[config.mk]
export PLATFORM = sky130hd
export DESIGN_NAME = traffic_phase_ctrl_flat
export DESIGN_NICKNAME = d
export VERILOG_FILES = /design/src/rtl/traffic_phase_ctrl_pkg.sv /design/src/rtl/traffic_phase_ctrl_if.sv /design/src/rtl/tick_prescaler.sv /design/src/rtl/traffic_phase_ctrl.sv /design/src/flat_wrapper.sv
export SDC_FILE = /design/constraint.sdc
export NUM_CORES = 1
export LEC_CHECK = 0
export CELL_PAD_IN_SITES_DETAIL_PLACEMENT = 0
export CELL_PAD_IN_SITES_GLOBAL_PLACEMENT = 1
export CORE_MARGIN = 5
export CORE_UTILIZATION = 25
export CTS_CLUSTER_DIAMETER = 60
export CTS_CLUSTER_SIZE = 12
export DETAILED_ROUTE_END_ITERATION = 10
export PLACE_DENSITY_LB_ADDON = 0.1
export SYNTH_ARGS = -nofsm -noshare
export SYNTH_HDL_FRONTEND = slang
export SYNTH_HIERARCHICAL = 1
export SYNTH_SLANG_ARGS = --single-unit
[constraint.sdc]
create_clock -name CLK -period 5.2 [get_ports CLK]
set_input_delay 0.78 -clock CLK [delete_from_list [all_inputs] [get_ports CLK]]
set_output_delay 0.78 -clock CLK [all_outputs]
set_load 0.005 [all_outputs]
[src/rtl/traffic_phase_ctrl_pkg.sv]
`default_nettype none
// ============================================================================
//  Module   : traffic_phase_ctrl_pkg
//  Purpose  : Shared types and encodings for the two-road phase sequencer:
//             phase/state encoding, lamp codes, edit-field codes and small
//             helpers for phase ordering and phase duration lookup.
//  Ports    : none (package)
//  Revision : 1.0  initial release
// ============================================================================
package traffic_phase_ctrl_pkg;

  // Run phases first, then the two edit states.
  typedef enum logic [2:0] {
    ST_A_G   = 3'd0,
    ST_A_Y   = 3'd1,
    ST_B_G   = 3'd2,
    ST_B_Y   = 3'd3,
    ST_SET_G = 3'd4,
    ST_SET_Y = 3'd5
  } phase_t;

  typedef logic [1:0] lamp_t;
  typedef logic [6:0] secs_t;
  typedef logic [1:0] field_t;

  localparam lamp_t LAMP_GREEN  = 2'b00;
  localparam lamp_t LAMP_YELLOW = 2'b01;
  localparam lamp_t LAMP_RED    = 2'b11;
  localparam lamp_t LAMP_OFF    = 2'b10;

  localparam field_t SF_RUN    = 2'b00;
  localparam field_t SF_GREEN  = 2'b01;
  localparam field_t SF_YELLOW = 2'b10;

  // Successor in the run cycle; anything unexpected restarts at A_G.
  function automatic phase_t next_phase(input phase_t ph);
    phase_t nxt;
    case (ph)
      ST_A_G:  nxt = ST_A_Y;
      ST_A_Y:  nxt = ST_B_G;
      ST_B_G:  nxt = ST_B_Y;
      default: nxt = ST_A_G;
    endcase
    return nxt;
  endfunction

  // Duration loaded into the countdown when entering a run phase.
  function automatic secs_t phase_dur(input phase_t ph, input secs_t g, input secs_t y);
    return ((ph == ST_A_Y) || (ph == ST_B_Y)) ? y : g;
  endfunction

endpackage
`default_nettype wire

[src/rtl/traffic_phase_ctrl_if.sv]
`default_nettype none
// ============================================================================
//  Module   : traffic_phase_ctrl_if
//  Purpose  : Operator/display bundle of the phase sequencer.
//  Ports    : en, btn_mode, btn_inc      (operator side -> controller)
//             lightA, lightB             (lamp codes)
//             timeA, timeB               (seconds to next lamp change)
//             set_field                  (which duration is being edited)
//             modport master = operator/display side, slave = controller.
//  Revision : 1.0  initial release
// ============================================================================
interface traffic_phase_ctrl_if;
  import traffic_phase_ctrl_pkg::*;

  logic   en;
  logic   btn_mode;
  logic   btn_inc;
  lamp_t  lightA;
  lamp_t  lightB;
  secs_t  timeA;
  secs_t  timeB;
  field_t set_field;

  modport master (
    output en, btn_mode, btn_inc,
    input  lightA, lightB, timeA, timeB, set_field
  );

  modport slave (
    input  en, btn_mode, btn_inc,
    output lightA, lightB, timeA, timeB, set_field
  );

endinterface
`default_nettype wire

[src/rtl/tick_prescaler.sv]
`default_nettype none
// ============================================================================
//  Module   : tick_prescaler
//  Purpose  : Divides CLK down to a one-cycle enable pulse every TICK_DIV
//             cycles, replacing a divided clock.
//  Ports    : CLK, RST_N (async, active-low)
//             run  - count enable
//             clr  - synchronous clear to 0 (wins over run)
//             tick - high for the one cycle where the count is TICK_DIV-1
//  Revision : 1.0  initial release
// ============================================================================
module tick_prescaler #(
  parameter int TICK_DIV = 50000000
) (
  input  logic CLK,
  input  logic RST_N,
  input  logic run,
  input  logic clr,
  output logic tick
);

  localparam int c_w = (TICK_DIV > 1) ? $clog2(TICK_DIV) : 1;
  localparam logic [c_w-1:0] c_last = c_w'(TICK_DIV - 1);

  logic [c_w-1:0] r_presc;

  assign tick = run && (r_presc == c_last);

  always_ff @(posedge CLK or negedge RST_N) begin
    if (!RST_N) begin
      r_presc <= '0;
    end else if (clr) begin
      r_presc <= '0;
    end else if (run) begin
      r_presc <= tick ? '0 : (r_presc + c_w'(1));
    end
  end

endmodule
`default_nettype wire

[src/rtl/traffic_phase_ctrl.sv]
`default_nettype none
// ============================================================================
//  Module   : traffic_phase_ctrl
//  Purpose  : Two-road intersection phase sequencer. Cycles A green, A
//             yellow, B green, B yellow with a per-phase seconds countdown,
//             and offers an edit mode for the green and yellow durations.
//  Ports    : CLK, RST_N (async, active-low)
//             bus (slave) - en, btn_mode, btn_inc in;
//                           lightA, lightB, timeA, timeB, set_field out
//  Revision : 1.0  initial release
// ============================================================================
module traffic_phase_ctrl
  import traffic_phase_ctrl_pkg::*;
#(
  parameter int TICK_DIV   = 50000000,
  parameter int DEF_GREEN  = 25,
  parameter int DEF_YELLOW = 3,
  parameter int GREEN_MAX  = 90,
  parameter int YELLOW_MAX = 9
) (
  input  logic                 CLK,
  input  logic                 RST_N,
  traffic_phase_ctrl_if.slave  bus
);

  localparam secs_t c_def_green  = secs_t'(DEF_GREEN);
  localparam secs_t c_def_yellow = secs_t'(DEF_YELLOW);
  localparam secs_t c_green_max  = secs_t'(GREEN_MAX);
  localparam secs_t c_yellow_max = secs_t'(YELLOW_MAX);

  phase_t r_state, w_state_nxt;
  secs_t  r_cnt,   w_cnt_nxt;
  secs_t  r_g_dur, w_g_dur_nxt;
  secs_t  r_y_dur, w_y_dur_nxt;

  logic   w_set_state;
  logic   w_tick;
  phase_t w_ph_adv;

  lamp_t  w_light_a, w_light_b;
  secs_t  w_time_a,  w_time_b;
  field_t w_set_field;

  assign w_set_state = (r_state == ST_SET_G) || (r_state == ST_SET_Y);
  assign w_ph_adv    = next_phase(r_state);

  // Clearing on btn_mode as well keeps the prescaler at 0 from the very
  // first edit cycle, and a run restarts with a full second.
  tick_prescaler #(
    .TICK_DIV (TICK_DIV)
  ) u_presc (
    .CLK   (CLK),
    .RST_N (RST_N),
    .run   (!w_set_state && bus.en),
    .clr   (w_set_state || bus.btn_mode),
    .tick  (w_tick)
  );

  always_ff @(posedge CLK or negedge RST_N) begin
    if (!RST_N) begin
      r_state <= ST_A_G;
      r_cnt   <= c_def_green;
      r_g_dur <= c_def_green;
      r_y_dur <= c_def_yellow;
    end else begin
      r_state <= w_state_nxt;
      r_cnt   <= w_cnt_nxt;
      r_g_dur <= w_g_dur_nxt;
      r_y_dur <= w_y_dur_nxt;
    end
  end

  // Next state: btn_mode always takes priority, so a simultaneous btn_inc
  // or tick is simply dropped.
  always_comb begin
    w_state_nxt = r_state;
    w_cnt_nxt   = r_cnt;
    w_g_dur_nxt = r_g_dur;
    w_y_dur_nxt = r_y_dur;
    case (r_state)
      ST_SET_G: begin
        if (bus.btn_mode) begin
          w_state_nxt = ST_SET_Y;
        end else if (bus.btn_inc) begin
          w_g_dur_nxt = (r_g_dur == c_green_max) ? secs_t'(1) : (r_g_dur + secs_t'(1));
        end
      end
      ST_SET_Y: begin
        if (bus.btn_mode) begin
          w_state_nxt = ST_A_G;
          w_cnt_nxt   = r_g_dur;
        end else if (bus.btn_inc) begin
          w_y_dur_nxt = (r_y_dur == c_yellow_max) ? secs_t'(1) : (r_y_dur + secs_t'(1));
        end
      end
      default: begin
        // Run phases (and any stray code, which next_phase folds to A_G).
        if (bus.btn_mode) begin
          w_state_nxt = ST_SET_G;
        end else if (w_tick) begin
          if (r_cnt == secs_t'(1)) begin
            w_state_nxt = w_ph_adv;
            w_cnt_nxt   = phase_dur(w_ph_adv, r_g_dur, r_y_dur);
          end else begin
            w_cnt_nxt = r_cnt - secs_t'(1);
          end
        end
      end
    endcase
  end

  // Display decode. The red road waits for the rest of the other road's
  // green plus its full yellow, hence cnt + y_dur during the other green.
  always_comb begin
    w_light_a   = LAMP_OFF;
    w_light_b   = LAMP_OFF;
    w_time_a    = '0;
    w_time_b    = '0;
    w_set_field = SF_RUN;
    case (r_state)
      ST_A_G: begin
        w_light_a = LAMP_GREEN;
        w_light_b = LAMP_RED;
        w_time_a  = r_cnt;
        w_time_b  = r_cnt + r_y_dur;
      end
      ST_A_Y: begin
        w_light_a = LAMP_YELLOW;
        w_light_b = LAMP_RED;
        w_time_a  = r_cnt;
        w_time_b  = r_cnt;
      end
      ST_B_G: begin
        w_light_a = LAMP_RED;
        w_light_b = LAMP_GREEN;
        w_time_a  = r_cnt + r_y_dur;
        w_time_b  = r_cnt;
      end
      ST_B_Y: begin
        w_light_a = LAMP_RED;
        w_light_b = LAMP_YELLOW;
        w_time_a  = r_cnt;
        w_time_b  = r_cnt;
      end
      ST_SET_G: begin
        w_time_a    = r_g_dur;
        w_set_field = SF_GREEN;
      end
      ST_SET_Y: begin
        w_time_a    = r_y_dur;
        w_set_field = SF_YELLOW;
      end
      default: begin
        w_set_field = SF_RUN;
      end
    endcase
  end

  assign bus.lightA    = w_light_a;
  assign bus.lightB    = w_light_b;
  assign bus.timeA     = w_time_a;
  assign bus.timeB     = w_time_b;
  assign bus.set_field = w_set_field;

endmodule
`default_nettype wire
[src/flat_wrapper.sv]
// flat-port wrapper written by rule: the top's interface ports become plain ports
module traffic_phase_ctrl_flat import traffic_phase_ctrl_pkg::*;
#(
  parameter int TICK_DIV   = 50000000,
  parameter int DEF_GREEN  = 25,
  parameter int DEF_YELLOW = 3,
  parameter int GREEN_MAX  = 90,
  parameter int YELLOW_MAX = 9
)
  (CLK, RST_N, bus_en, bus_btn_mode, bus_btn_inc, bus_lightA, bus_lightB, bus_timeA, bus_timeB, bus_set_field);
  traffic_phase_ctrl_if bus_i ();
  input  logic CLK;
  input  logic RST_N;
  input wire logic [$bits(bus_i.en)-1:0] bus_en;
  input wire logic [$bits(bus_i.btn_mode)-1:0] bus_btn_mode;
  input wire logic [$bits(bus_i.btn_inc)-1:0] bus_btn_inc;
  output wire logic [$bits(bus_i.lightA)-1:0] bus_lightA;
  output wire logic [$bits(bus_i.lightB)-1:0] bus_lightB;
  output wire logic [$bits(bus_i.timeA)-1:0] bus_timeA;
  output wire logic [$bits(bus_i.timeB)-1:0] bus_timeB;
  output wire logic [$bits(bus_i.set_field)-1:0] bus_set_field;
  assign bus_i.en = bus_en;
  assign bus_i.btn_mode = bus_btn_mode;
  assign bus_i.btn_inc = bus_btn_inc;
  assign bus_lightA = bus_i.lightA;
  assign bus_lightB = bus_i.lightB;
  assign bus_timeA = bus_i.timeA;
  assign bus_timeB = bus_i.timeB;
  assign bus_set_field = bus_i.set_field;
  traffic_phase_ctrl #(.TICK_DIV(TICK_DIV), .DEF_GREEN(DEF_GREEN), .DEF_YELLOW(DEF_YELLOW), .GREEN_MAX(GREEN_MAX), .YELLOW_MAX(YELLOW_MAX)) u_core (.CLK(CLK), .RST_N(RST_N), .bus(bus_i));
endmodule
# Word level (Yosys, flattened, before mapping)
# Cells that the tools add are included.
[totals] register_bits=50 input_bits=5 out_inout_bits=20 wordCells=67
[classes] addsub=5 n_eq_ne=14 muxes=23 bitwise=2 reduce_logical=18
[op_table] cell="$mux 26" n=3
[op_table] cell="$mux 7" n=7
[op_table] cell="$pmux 7 s2" n=2
[op_table] cell="$pmux 7 s4" n=1
[op_table] cell="$add 26x1->26 const B" n=1
[op_table] cell="$eq 26x26->1 const B" n=1
[op_table] cell="$pmux 2 s3" n=3
[op_table] cell="$mux 3" n=5
[op_table] cell="$add 7x1->7 const B" n=2
[op_table] cell="$reduce_and 4->1" n=2
[op_table] cell="$add 7x7->7" n=1
[op_table] cell="$eq 7x1->1 const B" n=1
[op_table] cell="$eq 7x4->1 const B" n=1
[op_table] cell="$eq 7x7->1 const B" n=1
[op_table] cell="$sub 7x1->7 const B" n=1
[op_table] cell="$eq 3x2->1 const B" n=2
[op_table] cell="$eq 3x3->1 const B" n=2
[op_table] cell="$pmux 3 s2" n=1
[op_table] cell="$reduce_and 3->1" n=2
[op_table] cell="$reduce_bool 2->1" n=3
[op_table] cell="$reduce_or 3->1" n=2
[op_table] cell="$ne 2x2->1 const B" n=2
[op_table] cell="$pmux 2 s2" n=1
[op_table] cell="$reduce_or 2->1" n=2
[op_table] cell="9 further kinds" n=13

# Depth between registers and ports, before layout
[logic_depth] depth_word=9 mapped_depth=12 depth_no_buf=10

# Hierarchy
# Netlist, hierarchy kept.
[modules_own_cells] mod="traffic_phase_ctrl" n_inst=1 cells_per_inst=278 area_each_um2=2212.1 seq_area_each_um2=610.6
[modules_own_cells] mod="tick_prescaler" n_inst=1 cells_per_inst=162 area_each_um2=1515.2 seq_area_each_um2=650.6

# Least setup slack after synthesis
# Ideal clock, no wire load.
[synth_timing] path_type="register to output" from="register u_core.r_cnt[0]" to="output bus_timeB[6]" arrival_ns=1.956 required_time_ns=4.420 setup_slack_ns=2.464 stages_incl_launch_ff=8 n_path_buf=0 cell_sequence="dfstp_2 -> ha_1 -> fa_1 -> a211oi_1 -> nor3_1 -> nand4b_1 -> nand2_1 -> mux2_2"
[synth_via] elab_chain_len=2
[synth_rtl] item="start, declared" line_no="traffic_phase_ctrl.sv:32" rtl="secs_t r_cnt, w_cnt_nxt;"
[synth_rtl] item="start signal, assigned" line_no="traffic_phase_ctrl.sv:62" rtl="r_cnt <= c_def_green;"
[synth_rtl] item="start signal, assigned" line_no="traffic_phase_ctrl.sv:67" rtl="r_cnt <= w_cnt_nxt;"
[synth_rtl] item="$add 7x7->7" line_no="traffic_phase_ctrl.sv:125" rtl="w_time_b = r_cnt + r_y_dur;"
[synth_rtl] item="$pmux 7 s2" line_no="traffic_phase_ctrl.sv:120" rtl="case (r_state)"
[synth_rtl] item="end, declared" line_no="flat_wrapper.sv:20" rtl="output wire logic [$bits(bus_i.timeB)-1:0] bus_timeB;"
# No other way between the ends.

# Final worst setup path
# Same ends and word-level chain as after synthesis.

==> results by stage <==
Logic synthesis:
- After Yosys synthesis, XOR and XNOR cells account for under 10% of the synthesized area.
- The adder-cell area share of the yosys netlist is under 10%.
- In this run, synthesis produced a sequential element count of 50.
- The area fraction in and, or, nand and nor cells after synthesis is a little under a third.
- In the post-synthesis netlist, the biggest area contributors are dfrtp_1 (28%), dfstp_2 (5.6%), nor2_1 (4.7%), ha_1 (4.7%), nand2_1 (4.3%).
- For this run, the register share of the synthesized area comes to roughly 34%.
- Among all flip-flop cells after synthesis, the most frequent one is dfrtp_1.
- The async set-reset flop share out of synthesis is 100.0%.
- Yosys printed 6 warnings.
- dfrtp_1 takes more of the synthesized area than any other cell.
- The number of library cell types mapped by synthesis is 66.
- After synthesis, the largest family of logic cells by area is simple AND/OR/NAND/NOR gates.
- The synthesized instance count is 440.
- When the netlist entered floorplanning its net count stood at 460.
- The synthesized netlist devotes 16.99% of its cell area to compound gates.
- The proportion of netlist area held by the largest area contributor is approximately 28%.
- The synthesized area divided by synthesized cell count is 8.471 µm².
- The synthesized netlist occupies a cell area of 3727 µm².
- The share of cell area taken by muxes after synthesis is under 10%.
- The number of synthesized flops with an enable pin is 0.

Layout:
- The final-layout fill cell count is approximately 1600.
- The number of nets in the finished design is 476.
- Leaving out fill and tap cells, the most frequent cells in the layout are nor2_1 (47), nand2_1 (43), dfrtp_1 (42), o21ai_0 (28).
- The number of antenna diodes in the final layout is 0.
- Relative to the synthesized area, the layout overhead comes to 14.97%.
- The commonest non-fill, non-tap cell in the layout is nor2_1.
- The area of all placed cells without fillers is 4285 µm².
- The share of cells above drive strength 1 is roughly 9%.

Timing:
- Setup violations remaining at the end of the flow were counted as 0.
- Subtracting the final worst setup slack from the clock period gives 3.718 ns.
- Measured against its own limit, the worst slew margin works out to 40.63%.
- The total negative setup slack is 0 ns.
- The maximum clock frequency is approximately 0.27 GHz.
- The final hold violation count is 0.
- The final count of pins violating max slew is 0.
- Dividing the final minimum period by the clock period gives a little under three quarters.
- At the pin with the least slew margin, the transition time is roughly 0.89 ns.
- Setup repair after global routing left no endpoint under its margin.
- The setup clock skew after layout is 0.01457 ns.

Pwr:
- Net switching is ~38% of the power.
- VDD sags by at most 0.1476 mV.
- In this run the power spent charging and discharging nets is a little under 0.0006 W.
- The portion of total power attributed to the clock network is roughly a quarter.
- In this run, flip-flops and latches consume between 30% and 40% of the power.
- For this design the ratio of total power to cell area is between 300 and 400 nW/µm².
- The internal power of the cells is 0.0009722 W.
- The analysis attributes to cell leakage a power of about 1.7 nW.
- Combinational logic burns a little under two fifths of the power.

Floorplanning:
- The floorplan step set the die width to ~130 µm.
- For this configuration, the core starts out at a cell density of 25.55%.
- The core box area is between 10000 and 15000 µm².
- The floorplan step defined a die boundary enclosing about 17000 µm².
- From bottom edge to top edge, the die measures between 100 and 150 µm.
- The count of pins on the block boundary is 25.
- The number of core rows is 44.

Drt:
- The detailed router's first-iteration violation count is around 180.
- Before antenna repair, the detailed router went through 4 iterations.
- The sum of routed wire length over all layers is around 11000 µm.
- In the routed design, unresolved DRC markers number 0.
- The number of routed nets with antenna violations is 0.
- The routed via count is around 3300.
- Using the TritonRoute via totals, the vias-per-cell ratio works out to roughly 5.1.
- The per-cell routed wire length is 17.38 µm.

Critical path:
- The worst setup path is captured at a primary output.
- Along the worst path, the maximum fanout reaches 8.
- The required time reported for the critical path endpoint is between 4 and 5 ns.
- By startpoint and endpoint, the worst setup path is classified as reg -> out.
- The worst setup path is launched from a flop.
- STA puts the critical path data arrival time at approximately 2.9 ns.

Min path:
- The tightest min-delay check is of the reg -> reg type.

Clock tree:
- The buffer cell driving the clock tree root is clkbuf_16.
- Gates resized during post-CTS repair numbered 0.
- Buffers added to address setup during post-CTS repair amount to 0.
- For this design, the sink count on the clock tree is 50.
- The clock latency at the later pin of the worst-skew pair is 0.30 ns.
- After clock tree synthesis, the clock-pin slew on the worst setup and hold paths is 0.07 ns.
- The worst-case clock buffer depth is 2.
- TritonCTS built the clock tree.
- After clock tree synthesis, the flow added hold-fix buffers numbering 0.
- Buffers inserted during clock tree synthesis total 5.
- The H-tree was split into 2 levels.

Place:
- Input and output buffers added on the ports amount to 24.
- Once placement finished, the instance area stood at ~4100 µm².
- The HPWL after detailed placement is around 8000 µm.
- The final weighted congestion in routability-driven placement is between 0.8 and 0.9.

GRT:
- The combined global-route utilization of all metal layers is between 10 and 15%.
- The wire length of the first global-routing pass is between 15000 and 20000 µm.
- The aggregate global routing overflow is 0.
- The initial antenna violation count came to 0.
- Entering global routing, the biggest net connects 51 pins.
- The number of global-route vias before repair is 3357.

Status:
- The run finished with clean final reports.

Flow run:
- Across the run, the number of max-cap violations was 0.
## synth_stat cells (11+ instances only)
cell,instances
nor3_1,13
inv_1,16
nor2b_1,12
nand2_1,43
xnor2_1,17
nand3_1,23
dfrtp_1,42
ha_1,14
xor2_1,11
o21ai_0,28
nand4_1,11
nor2_1,47
a21oi_1,19
## power groups by stage
stage / Sequential (W) / Clock [W] / Combinational, W
2_1_floorplan: 0.000518 / 0 / 0.000429
3_3_place_gp: 0.000572 / 0 / 0.000612
3_5_place_dp: 0.000570 / 0 / 0.000600
4_1_cts: 0.000563 / 0.000419 / 0.000607
5_1_grt: 0.000574 / 0.000431 / 0.000679
6_report: 0.000561 / 0.000402 / 0.000601
## critical path, cell delays in order (launching register included)
cell             delay, ns
dfstp_2               0.41
ha_1                  0.23
fa_1                  0.43
a211oi_1              0.37
nor3_1                0.11
nand4b_1              0.23
nand2_1               0.12
mux2_2                0.33
clkdlybuf4s50_1       0.44
## state kept, by name, indices dropped and copies added (netlist names)
| name | flops |
|---|---|
| u_core/r_g_dur | 7 |
| u_core/r_cnt | 7 |
| u_core/u_presc/r_presc | 26 |
| u_core/r_y_dur | 7 |
| u_core/r_state | 3 |
## kinds of logic after synthesis
| logic type | after synthesis |
|---|---|
| flip-flops | 50 |
| adder cells (fa/ha/maj) | 15 |
| AO/OA/AOI/OAI | 98 |
| buffers and inverters | 33 |
| multiplexers | 5 |
| AND/OR/NAND/NOR | 211 |
| XOR/XNOR | 28 |
## final cells by class
cell class | instances | area (µm²) | area share (%)
well taps | 184 | 230.2 | 5.372
flip-flops and latches | 50 | 1261 | 29.43
repair buffers | 26 | 250.2 | 5.839
clock inverters | 2 | 38.79 | 0.9051
inverters | 16 | 60.06 | 1.401
clock buffers | 6 | 138.9 | 3.241
multi-input cells | 357 | 2306 | 53.81
## metrics by stage
| stage | total power [W] | instances | setup slack (ns) | utilization (%) | hold slack, ns |
|---|---|---|---|---|---|
| after global routing | 0.001684 | 641 | 1.344 | 29.37 | 0.5665 |
| final | 0.001565 | 641 | 1.482 | 29.37 | 0.5392 |
| after global placement | 0.001184 | 633 | 1.811 | 28.16 | 0.5227 |
| after CTS | 0.001589 | 641 | 1.482 | 29.37 | 0.5400 |
| after detailed placement | 0.001170 | 633 | 1.786 | 28.16 | 0.5286 |
| after floorplan | 0.0009475 | 440 | 2.464 | - | 0.4844 |
## per-layer routing
metal	up-vias	part of all wire, %	GRT usage (%)
li1	1619	-	-
met1	1618	46	16.21
met2	35	51	22.49
met3	8	2.2	2.290
met4	0	0.61	1.714
met5	-	0	0
## path summary, 6_finish.rpt
| kind | startpoint | to | slack [ns] | cells after the start |
|---|---|---|---|---|
| max | u_core/r_cnt[0]$_DFFE_PN1P_ | bus_timeB[6] | 1.48 | 8 |
| min | u_core/r_g_dur[0]$_DFFE_PN1P_ | u_core/r_g_dur[0]$_DFFE_PN1P_ | 0.54 | 2 |
| max reg2reg | u_core/r_state[1]$_DFFE_PN0P_ | u_core/r_cnt[1]$_DFFE_PN0P_ | 1.78 | 10 |
| min reg2reg | u_core/r_g_dur[0]$_DFFE_PN1P_ | u_core/r_g_dur[0]$_DFFE_PN1P_ | 0.54 | 2 |
| max in group asynchronous | RST_N | u_core/r_y_dur[2]$_DFFE_PN0P_ | 4.13 | 2 |
| min in group asynchronous | RST_N | u_core/u_presc/r_presc[14]$_DFFE_PN0P_ | 0.60 | 2 |
(Power assumes the default switching activity.)
